==> src/rtl/io_rr_arbiter.sv <==
// io_rr_arbiter: round-robin arbiter that funnels IO_COUNT requesters onto a
// single memory port, one transaction in flight at a time.
// Flow: IDLE (arbitrate and latch) -> ISSUE (one mem_en cycle) ->
// WAIT (reads only; counts down the memory latency) -> DONE (ack pulse).

// Per-requester lane: flags a request that sits at or above the rotating
// pointer, so the top level can prefer those before wrapping to index 0.
module io_rr_lane #(
  parameter int IDX_W = 2,
  parameter int LANE  = 0
) (
  input  logic             reqBit,
  input  logic [IDX_W-1:0] ptr,
  output logic             hiReq
);

  assign hiReq = reqBit && (IDX_W'(LANE) >= ptr);

endmodule

module io_rr_arbiter #(
  parameter int IO_COUNT  = 4,
  parameter int WORD_SIZE = 16,
  parameter int ADDR_SIZE = 16,
  parameter int MEM_LAT   = 1
) (
  input  logic                          clk,
  input  logic                          rst_n,
  input  logic [IO_COUNT-1:0]           req,
  input  logic [IO_COUNT-1:0]           we_in,
  input  logic [IO_COUNT*ADDR_SIZE-1:0] addr_in,
  input  logic [IO_COUNT*WORD_SIZE-1:0] wdata_in,
  output logic [IO_COUNT-1:0]           gnt,
  output logic [IO_COUNT-1:0]           ack,
  output logic [WORD_SIZE-1:0]          rdata,
  output logic                          mem_en,
  output logic                          mem_we,
  output logic [ADDR_SIZE-1:0]          mem_addr,
  output logic [WORD_SIZE-1:0]          mem_wdata,
  input  logic [WORD_SIZE-1:0]          mem_rdata
);

  localparam int IDX_W = (IO_COUNT > 1) ? $clog2(IO_COUNT) : 1;
  // The counter only ever holds MEM_LAT-1 down to 0.
  localparam int LAT_W = (MEM_LAT > 1) ? $clog2(MEM_LAT) : 1;

  typedef enum logic [1:0] {IDLE, ISSUE, WAIT, DONE} state_t;

  typedef struct packed {
    logic                 we;
    logic [ADDR_SIZE-1:0] addr;
    logic [WORD_SIZE-1:0] wdata;
  } ioReq_t;

  state_t                     state;
  logic [IDX_W-1:0]           ptr;
  logic [IDX_W-1:0]           idx;
  logic [LAT_W-1:0]           latCnt;
  logic                       isWrite;

  ioReq_t [IO_COUNT-1:0]      reqArr;
  logic   [IO_COUNT-1:0]      hiReq;
  logic   [IDX_W-1:0]         selHi;
  logic   [IDX_W-1:0]         selLo;
  logic   [IDX_W-1:0]         sel;
  ioReq_t                     selReq;

  // Unpack the flat request buses into one struct per lane and run the lane
  // eligibility check against the rotating pointer.
  for (genvar g = 0; g < IO_COUNT; g++) begin : gLane
    assign reqArr[g] = {we_in[g],
                        addr_in[g*ADDR_SIZE +: ADDR_SIZE],
                        wdata_in[g*WORD_SIZE +: WORD_SIZE]};

    io_rr_lane #(
      .IDX_W (IDX_W),
      .LANE  (g)
    ) uLane (
      .reqBit (req[g]),
      .ptr    (ptr),
      .hiReq  (hiReq[g])
    );
  end

  // Lowest set bit at or above ptr wins; if none, wrap to the lowest set bit
  // overall. Scanning downward lets the last hit be the lowest index.
  always_comb begin
    selHi = '0;
    selLo = '0;
    for (int i = IO_COUNT - 1; i >= 0; i--) begin
      if (hiReq[i]) selHi = IDX_W'(i);
      if (req[i])   selLo = IDX_W'(i);
    end
    sel    = (|hiReq) ? selHi : selLo;
    selReq = reqArr[sel];
  end

  // Transaction FSM; every output is registered and set on the transition
  // into the state that owns it.
  always_ff @(posedge clk or negedge rst_n) begin
    if (!rst_n) begin
      state     <= IDLE;
      ptr       <= '0;
      idx       <= '0;
      latCnt    <= '0;
      isWrite   <= 1'b0;
      gnt       <= '0;
      ack       <= '0;
      rdata     <= '0;
      mem_en    <= 1'b0;
      mem_we    <= 1'b0;
      mem_addr  <= '0;
      mem_wdata <= '0;
    end else begin
      case (state)
        IDLE: begin
          ack <= '0;
          if (|req) begin
            state     <= ISSUE;
            idx       <= sel;
            isWrite   <= selReq.we;
            gnt       <= IO_COUNT'(1) << sel;
            mem_en    <= 1'b1;
            mem_we    <= selReq.we;
            // mem_addr/mem_wdata double as the latched request and simply
            // hold until the next grant.
            mem_addr  <= selReq.addr;
            mem_wdata <= selReq.wdata;
          end
        end
        ISSUE: begin
          mem_en <= 1'b0;
          mem_we <= 1'b0;
          if (isWrite) begin
            state <= DONE;
            ack   <= gnt;
          end else begin
            state  <= WAIT;
            latCnt <= LAT_W'(MEM_LAT - 1);
          end
        end
        WAIT: begin
          if (latCnt == '0) begin
            rdata <= mem_rdata;
            state <= DONE;
            ack   <= gnt;
          end else begin
            latCnt <= latCnt - LAT_W'(1);
          end
        end
        DONE: begin
          ack   <= '0;
          gnt   <= '0;
          ptr   <= (idx == IDX_W'(IO_COUNT - 1)) ? '0 : idx + IDX_W'(1);
          state <= IDLE;
        end
        default: state <= IDLE;
      endcase
    end
  end

endmodule

==> config.mk <==
export PLATFORM = sky130hd
export DESIGN_NAME = io_rr_arbiter
export DESIGN_NICKNAME = d
export VERILOG_FILES = /design/src/rtl/io_rr_arbiter.sv
export SDC_FILE = /design/constraint.sdc
export NUM_CORES = 1
export LEC_CHECK = 0
export ABC_AREA = 1
export BUFFER_PORTS_ARGS = -buffer_cell sky130_fd_sc_hd__buf_2
export CORE_UTILIZATION = 30
export CTS_CLUSTER_SIZE = 20
export DETAILED_ROUTE_END_ITERATION = 10
export SLEW_MARGIN = 5
export SYNTH_ARGS = -nofsm -noshare
export SYNTH_HDL_FRONTEND = slang
export SYNTH_SLANG_ARGS = --single-unit
==> constraint.sdc <==
create_clock -name clk -period 1.8 [get_ports clk]
set_clock_uncertainty 0.1 [all_clocks]
set_input_delay 0.09 -clock clk [delete_from_list [all_inputs] [get_ports clk]]
set_output_delay 0.09 -clock clk [all_outputs]
set_load 0.03 [all_outputs]
**Word level (Yosys, flattened, before mapping)**

Cells that the tools add are included.

- Output and inout port bits: 58
- Logic and storage cells: 75
- Bits in registers: 66
- Input bits: 154

- Bitwise operators: 1
- Shift operators: 1
- Reductions and logical operators: 18
- Eq/ne operators: 8
- Order comparisons: 5
- Mux-type cells: 28
- Add/subtract/negate cells: 2

Operators by type and width:

| cell | count |
|---|---|
| binary-select mux 33 bit (select 2 bit) | 1 |
| two-way mux 33 bit | 1 |
| two-way mux 2 bit | 12 |
| AND reduction 2 bit | 7 |
| two-way mux 4 bit | 3 |
| case mux 4 bit (3 select lines) | 1 |
| inequality test 2 bit (second input constant) | 4 |
| case mux 2 bit (4 select lines) | 1 |
| case mux 4 bit (2 select lines) | 1 |
| OR reduction 4 bit | 2 |
| equality test 2 bit (second input constant) | 3 |
| case mux 1 bit (2 select lines) | 3 |
| nonzero test 2 bit | 3 |
| two-way mux 1 bit | 5 |
| greater-or-equal comparator 1 x 2 -> 1 bit (first input constant) | 2 |
| greater-or-equal comparator 2 bit (first input constant) | 2 |
| logical AND 1 bit | 4 |
| << shifter 1 x 2 -> 4 bit (first input constant) | 1 |
| less-than comparator 2 x 3 -> 1 bit (second input constant) | 1 |
| adder 2 x 1 -> 2 bit (second input constant) | 1 |
| equality test 2 x 1 -> 1 bit (second input constant) | 1 |
| zero test 2 bit | 1 |
| OR reduction 2 bit | 1 |
| NOT 1 bit | 1 |
| subtractor 1 bit (second input constant) | 1 |

**Logic depth before layout (Yosys ltp)**

- Depth in word-level cells: 11
- Mapped depth: 14
- Depth with buffers taken out: 13

**Hierarchy**

A second synthesis with hierarchy kept.

- Cell total of the unflattened synthesis: 481
- Area total of the unflattened synthesis: 4,017.6 um^2

Modules (own cells, without submodules):

| module | cells each | area an instance (um^2) | times used |
|---|---|---|---|
| io_rr_arbiter | 473 | 3,973.8 | 1 |
| io_rr_lane at gLane[0].uLane | 3 | 13.8 | 1 |
| io_rr_lane at gLane[2].uLane | 2 | 12.5 | 1 |
| io_rr_lane at gLane[1].uLane | 2 | 10.0 | 1 |
| io_rr_lane at gLane[3].uLane | 1 | 7.5 | 1 |

**Worst setup path after synthesis**

Ideal clock, no wire load.

- Path type: reg-to-reg
- From: register state[0]
- To: register rdata[10]
- Data arrival time: 1,475 ps
- Path slack: 100 ps
- Cell stages (with the launch flop): 6
- Path buffers: 2
- Setup time: 125 ps
- Clock period less this slack: 1,700 ps
- Cell sequence: dfrtp_1 inv_1 ha_1 clkbuf_1 buf_2 mux2_2

- Cells in the longest elaborated chain, start to end: 2

RTL lines:

| what | RTL line | RTL |
|---|---|---|
| start, declared | 55 | `state_t state;` |
| start signal, assigned | 102 | `state <= IDLE;` |
| start signal, assigned | 119 | `state <= ISSUE;` |
| start signal, assigned | 135 | `state <= DONE;` |
| equality test 2 bit | 115 | `case (state)` |
| AND reduction 2 bit (no source line) | n/a |  |
| end signal, assigned | 144 | `rdata <= mem_rdata;` |
| end, declared | 35 | `output logic [WORD_SIZE-1:0] rdata,` |

No other way between the ends.
A chain may end at the register's enable or synchronous reset.

**Final worst setup path**

- From: register ptr[0]
- To: register mem_wdata[4]

- Cells in the longest elaborated chain, start to end: 9
- Elaborated cells between the ends (all ways): 16
- Classes of those cells: order compare: 4; mux: 7; reduce/logical: 5

RTL lines:

| what | RTL line | RTL |
|---|---|---|
| start, declared | 56 | `logic [IDX_W-1:0] ptr;` |
| start signal, assigned | 154 | `ptr <= (idx == IDX_W'(IO_COUNT - 1)) ? '0 : idx + IDX_W'(1);` |
| greater-or-equal comparator 2 bit | 17 | `assign hiReq = reqBit && (IDX_W'(LANE) >= ptr);` |
| logical AND 1 bit | 17 |  |
| two-way mux 2 bit (4 in a row) | 91 | `if (hiReq[i]) selHi = IDX_W'(i);` |
| two-way mux 2 bit * | 94 | `sel = (\|hiReq) ? selHi : selLo;` |
| binary-select mux 33 bit (select 2 bit) * | 95 | `selReq = reqArr[sel];` |
| two-way mux 33 bit (not written as such) * | 95 |  |
| end signal, assigned | 128 | `mem_wdata <= selReq.wdata;` |
| end, declared | 39 | `output logic [WORD_SIZE-1:0] mem_wdata,` |

Mark *: on every way between the ends. The rest lies on a longest branch, timed or not. The select of a mux whose other input is x is not followed.

==> flow_summary.toml <==
[synthesis]
syn_avg_cell_area_um2 = 7.26
synthTopCellsByArea = "dfrtp_1 (43%), nand2_1 (26%), nand3_1 (10%), mux2_2 (4.7%), inv_1 (2.4%)"
synth.most_common_cell = "nand2_1"
async_flop_share_pct = 100
synth_edf_count = 0
ys.flop_type = "dfrtp_1"
synth_seq_cells = 65
syn_area_um2 = 3820
syn_nets = 686
netlist.area_leader.share_pct = 42.6
syn_inst = 526
ys_top_cells_by_count = "nand2_1 (269), nand3_1 (76), dfrtp_1 (65)"
synth_top_area_cell = "dfrtp_1"
synthDistinctLibCells = 30
yosys_warnings = 0
ys_seq_area_share_pct = 42.6

[sta]
hold_viol = 0
whs_ps = 1.11
slew_headroom_pct = 76.2
rsz0062_at_grt = "yes"
finalMaxSlewViolations = 0
period_minus_slack_ps = 1720
tns_ps = 0
fin_crit_sh_pct = 95.5
worst_slew_pin_slew_ps = 358
setup_violations = 0
clock.fmax_ghz = 0.582

[power]
seqPwrFrac_pct = 24.4
p_clk_share_pct = 17.9
internal_power_uw = 5640
p_switching_uw = 4850
leakage_uw = 0.00365
pwr-share-comb_pct = 57.7
peakVddDrop_mv = 0.664
power_density_nw_per_um2 = 1560
switching_share_pct = 46.2

[routing]
dr.pass1.iters = 5
wl_per_cell_um = 14.4
ant_nets = 0
num_vias = 4755
drtIter0Drc = 266
viasPerCell = 4.64
wl_met3_um = 1010
top_layer = "met4"
wl_met1_um = 5700
wl_met2_um = 7680
drc = 0
drt_wl_total_um = 14800

[critical_path]
endpoint_kind = "flip-flop"
cp_max_fo = 17
critPathKind = "reg2reg"
critPathRequiredTime_ps = 1920
crit_arrival_ps = 1840
crit_path_start_kind = "flip-flop"
rrSetupSlack_ps = 80

[global_route]
grt_max_degree = 66
grt_pass1_wl_um = 22500
antenna_found_initial = 0
grt_overflow = 0
grt_util_all_layers_pct = 21.9
grt_pass1_vias = 4820

[clock_network]
clk_latency_ps = 330
htree_levels = 3
cts_max_path_buffers = 2
cts_tree = "done"
clk_pin_slew_ps = 60
cts-buffers-inserted = 9
clockRootBuffer = "clkbuf_16"
clock_sinks = 65

[floorplanning]
die_h_um = 115
row_count = 40
start_util_pct = 31.3
io_pins = 212
core-area_um2 = 12200
fp.dieW_um = 115
die_area_um2 = 13200

[hold_path]
hp-class = "in2reg"

[placed_design]
portBuffers = 211
dp.final_hpwl_um = 9090
gp_congestion = 0.815

[outcome]
status = "finished clean"

[cells_and_area]
final_nets = 1011
area_delta_synth_final_pct = 75.7
drive_gt1_share_pct = 33.4

[run]
cap_violations = 0
==> path summary, 6_finish.rpt <==
kind | startpoint | to | depth (start not counted)
setup / recovery | ptr[0]$_DFFE_PN0P_ | mem_wdata[4]$_DFFE_PN0P_ | 14
hold / removal | addr_in[13] | mem_addr[13]$_DFFE_PN0P_ | 5
setup reg to reg | ptr[0]$_DFFE_PN0P_ | mem_wdata[4]$_DFFE_PN0P_ | 14
hold reg to reg | mem_wdata[3]$_DFFE_PN0P_ | mem_wdata[3]$_DFFE_PN0P_ | 2
max in group asynchronous | rst_n | mem_wdata[11]$_DFFE_PN0P_ | 3
min in group asynchronous | rst_n | rdata[3]$_DFFE_PN0N_ | 3
==> per-stage QoR <==
| stage | setup WS, ps | util (%) | power [uW] | std cells | area, um2 |
|---|---|---|---|---|---|
| floorplan | 100 | - | 6380 | 526 | 3820 |
| global placement | 89.0 | 41.7 | 7940 | 891 | 5090 |
| detailed placement | 14.8 | 41.7 | 8040 | 891 | 5090 |
| CTS | 27.3 | 53.4 | 10100 | 1017 | 6520 |
| global route | -40.6 | 54.9 | 11200 | 1024 | 6710 |
| finish | 80.5 | 55.0 | 10500 | 1025 | 6710 |
==> layout make-up <==
type                    instances  area [um2]
fillers                      1094        5500
repair buffers                343        2480
multi-input cells             406        1970
flip-flops and latches         65        1630
clock buffers                  10         229
well taps                     168         210
inverters                      26         105
clock inverters                 6        92.6
diodes                          1        2.50
==> critical path: stages (launching register included) <==
cell     delay (ps)
dfrtp_1         370
nor2_1           60
nand2_2          90
nand2_1          80
nor2_2          160
nand2_4         100
nand2_8         140
inv_8            70
buf_12          150
nand2_1          60
nand2_1          50
nand2_1          50
nand2_1          50
nand2_1          50
nand2_1          50
==> what timing repair did <==
item / 4_1_cts / 5_1_grt
hold endpoints to repair: 110 / 0
setup buffers: 0 / 4
endpoints found under the setup margin: 0 / 38
gates resized for setup: 0 / 20
hold buffers: 110 / 0
==> registers in the layout, indices dropped and copies added, names as in the netlist <==
name,cells
mem_we,1
mem_addr,16
mem_en,1
state,2
rdata,16
mem_wdata,16
gnt,4
ptr,2
idx,2
ack,4
isWrite,1
==> cells by family (layout without fill, tap and decap cells) <==
logic type | after synthesis | count (layout) | share of synthesized area (%)
compound gates | 21 | 21 | 4.36
fa+ha+maj | 6 | 6 | 1.96
buf+inv | 56 | 385 | 7.24
simple gates | 362 | 363 | 39.2
other cells | 0 | 1 | 0
mux | 16 | 16 | 4.72
flops | 65 | 65 | 42.6
==> power by group through the flow <==
| stage | Clock, uW | Sequential [uW] | Combinational [uW] |
|---|---|---|---|
| floorplan | 0 | 3730 | 2650 |
| global placement | 0 | 2550 | 5390 |
| detailed placement | 0 | 2560 | 5480 |
| CTS | 1920 | 2550 | 5670 |
| global route | 1970 | 2630 | 6610 |
| finish | 1880 | 2560 | 6060 |
==> layout by cell type, fill, tap and decap left out, types with 2 or more instances in the layout <==
| cell | n |
|---|---|
| ha_1 | 6 |
| o22ai_1 | 3 |
| nand3_1 | 76 |
| clkinv_4 | 2 |
| nand2_2 | 2 |
| or2_2 | 4 |
| nand2_1 | 266 |
| dlygate4sd3_1 | 110 |
| buf_12 | 9 |
| clkbuf_16 | 11 |
| a21oi_1 | 2 |
| buf_2 | 211 |
| clkinvlp_4 | 2 |
| nor2_1 | 4 |
| buf_4 | 8 |
| bufinv_16 | 2 |
| inv_1 | 24 |
| dfrtp_1 | 65 |
| o21ai_0 | 5 |
| buf_6 | 3 |
| mux2_2 | 16 |
| o211ai_2 | 5 |
| o21ai_1 | 2 |
| nand2_4 | 5 |
==> layer usage <==
metal | global-route usage (%) | vias to the layer above
met1 | 23.2 | 2170
met4 | 10.1 | 0
met5 | 0 | -
met2 | 41.4 | 219
li1 | - | 2327
met3 | 4.64 | 39
Note: power is estimated with default switching activity, not from simulation.
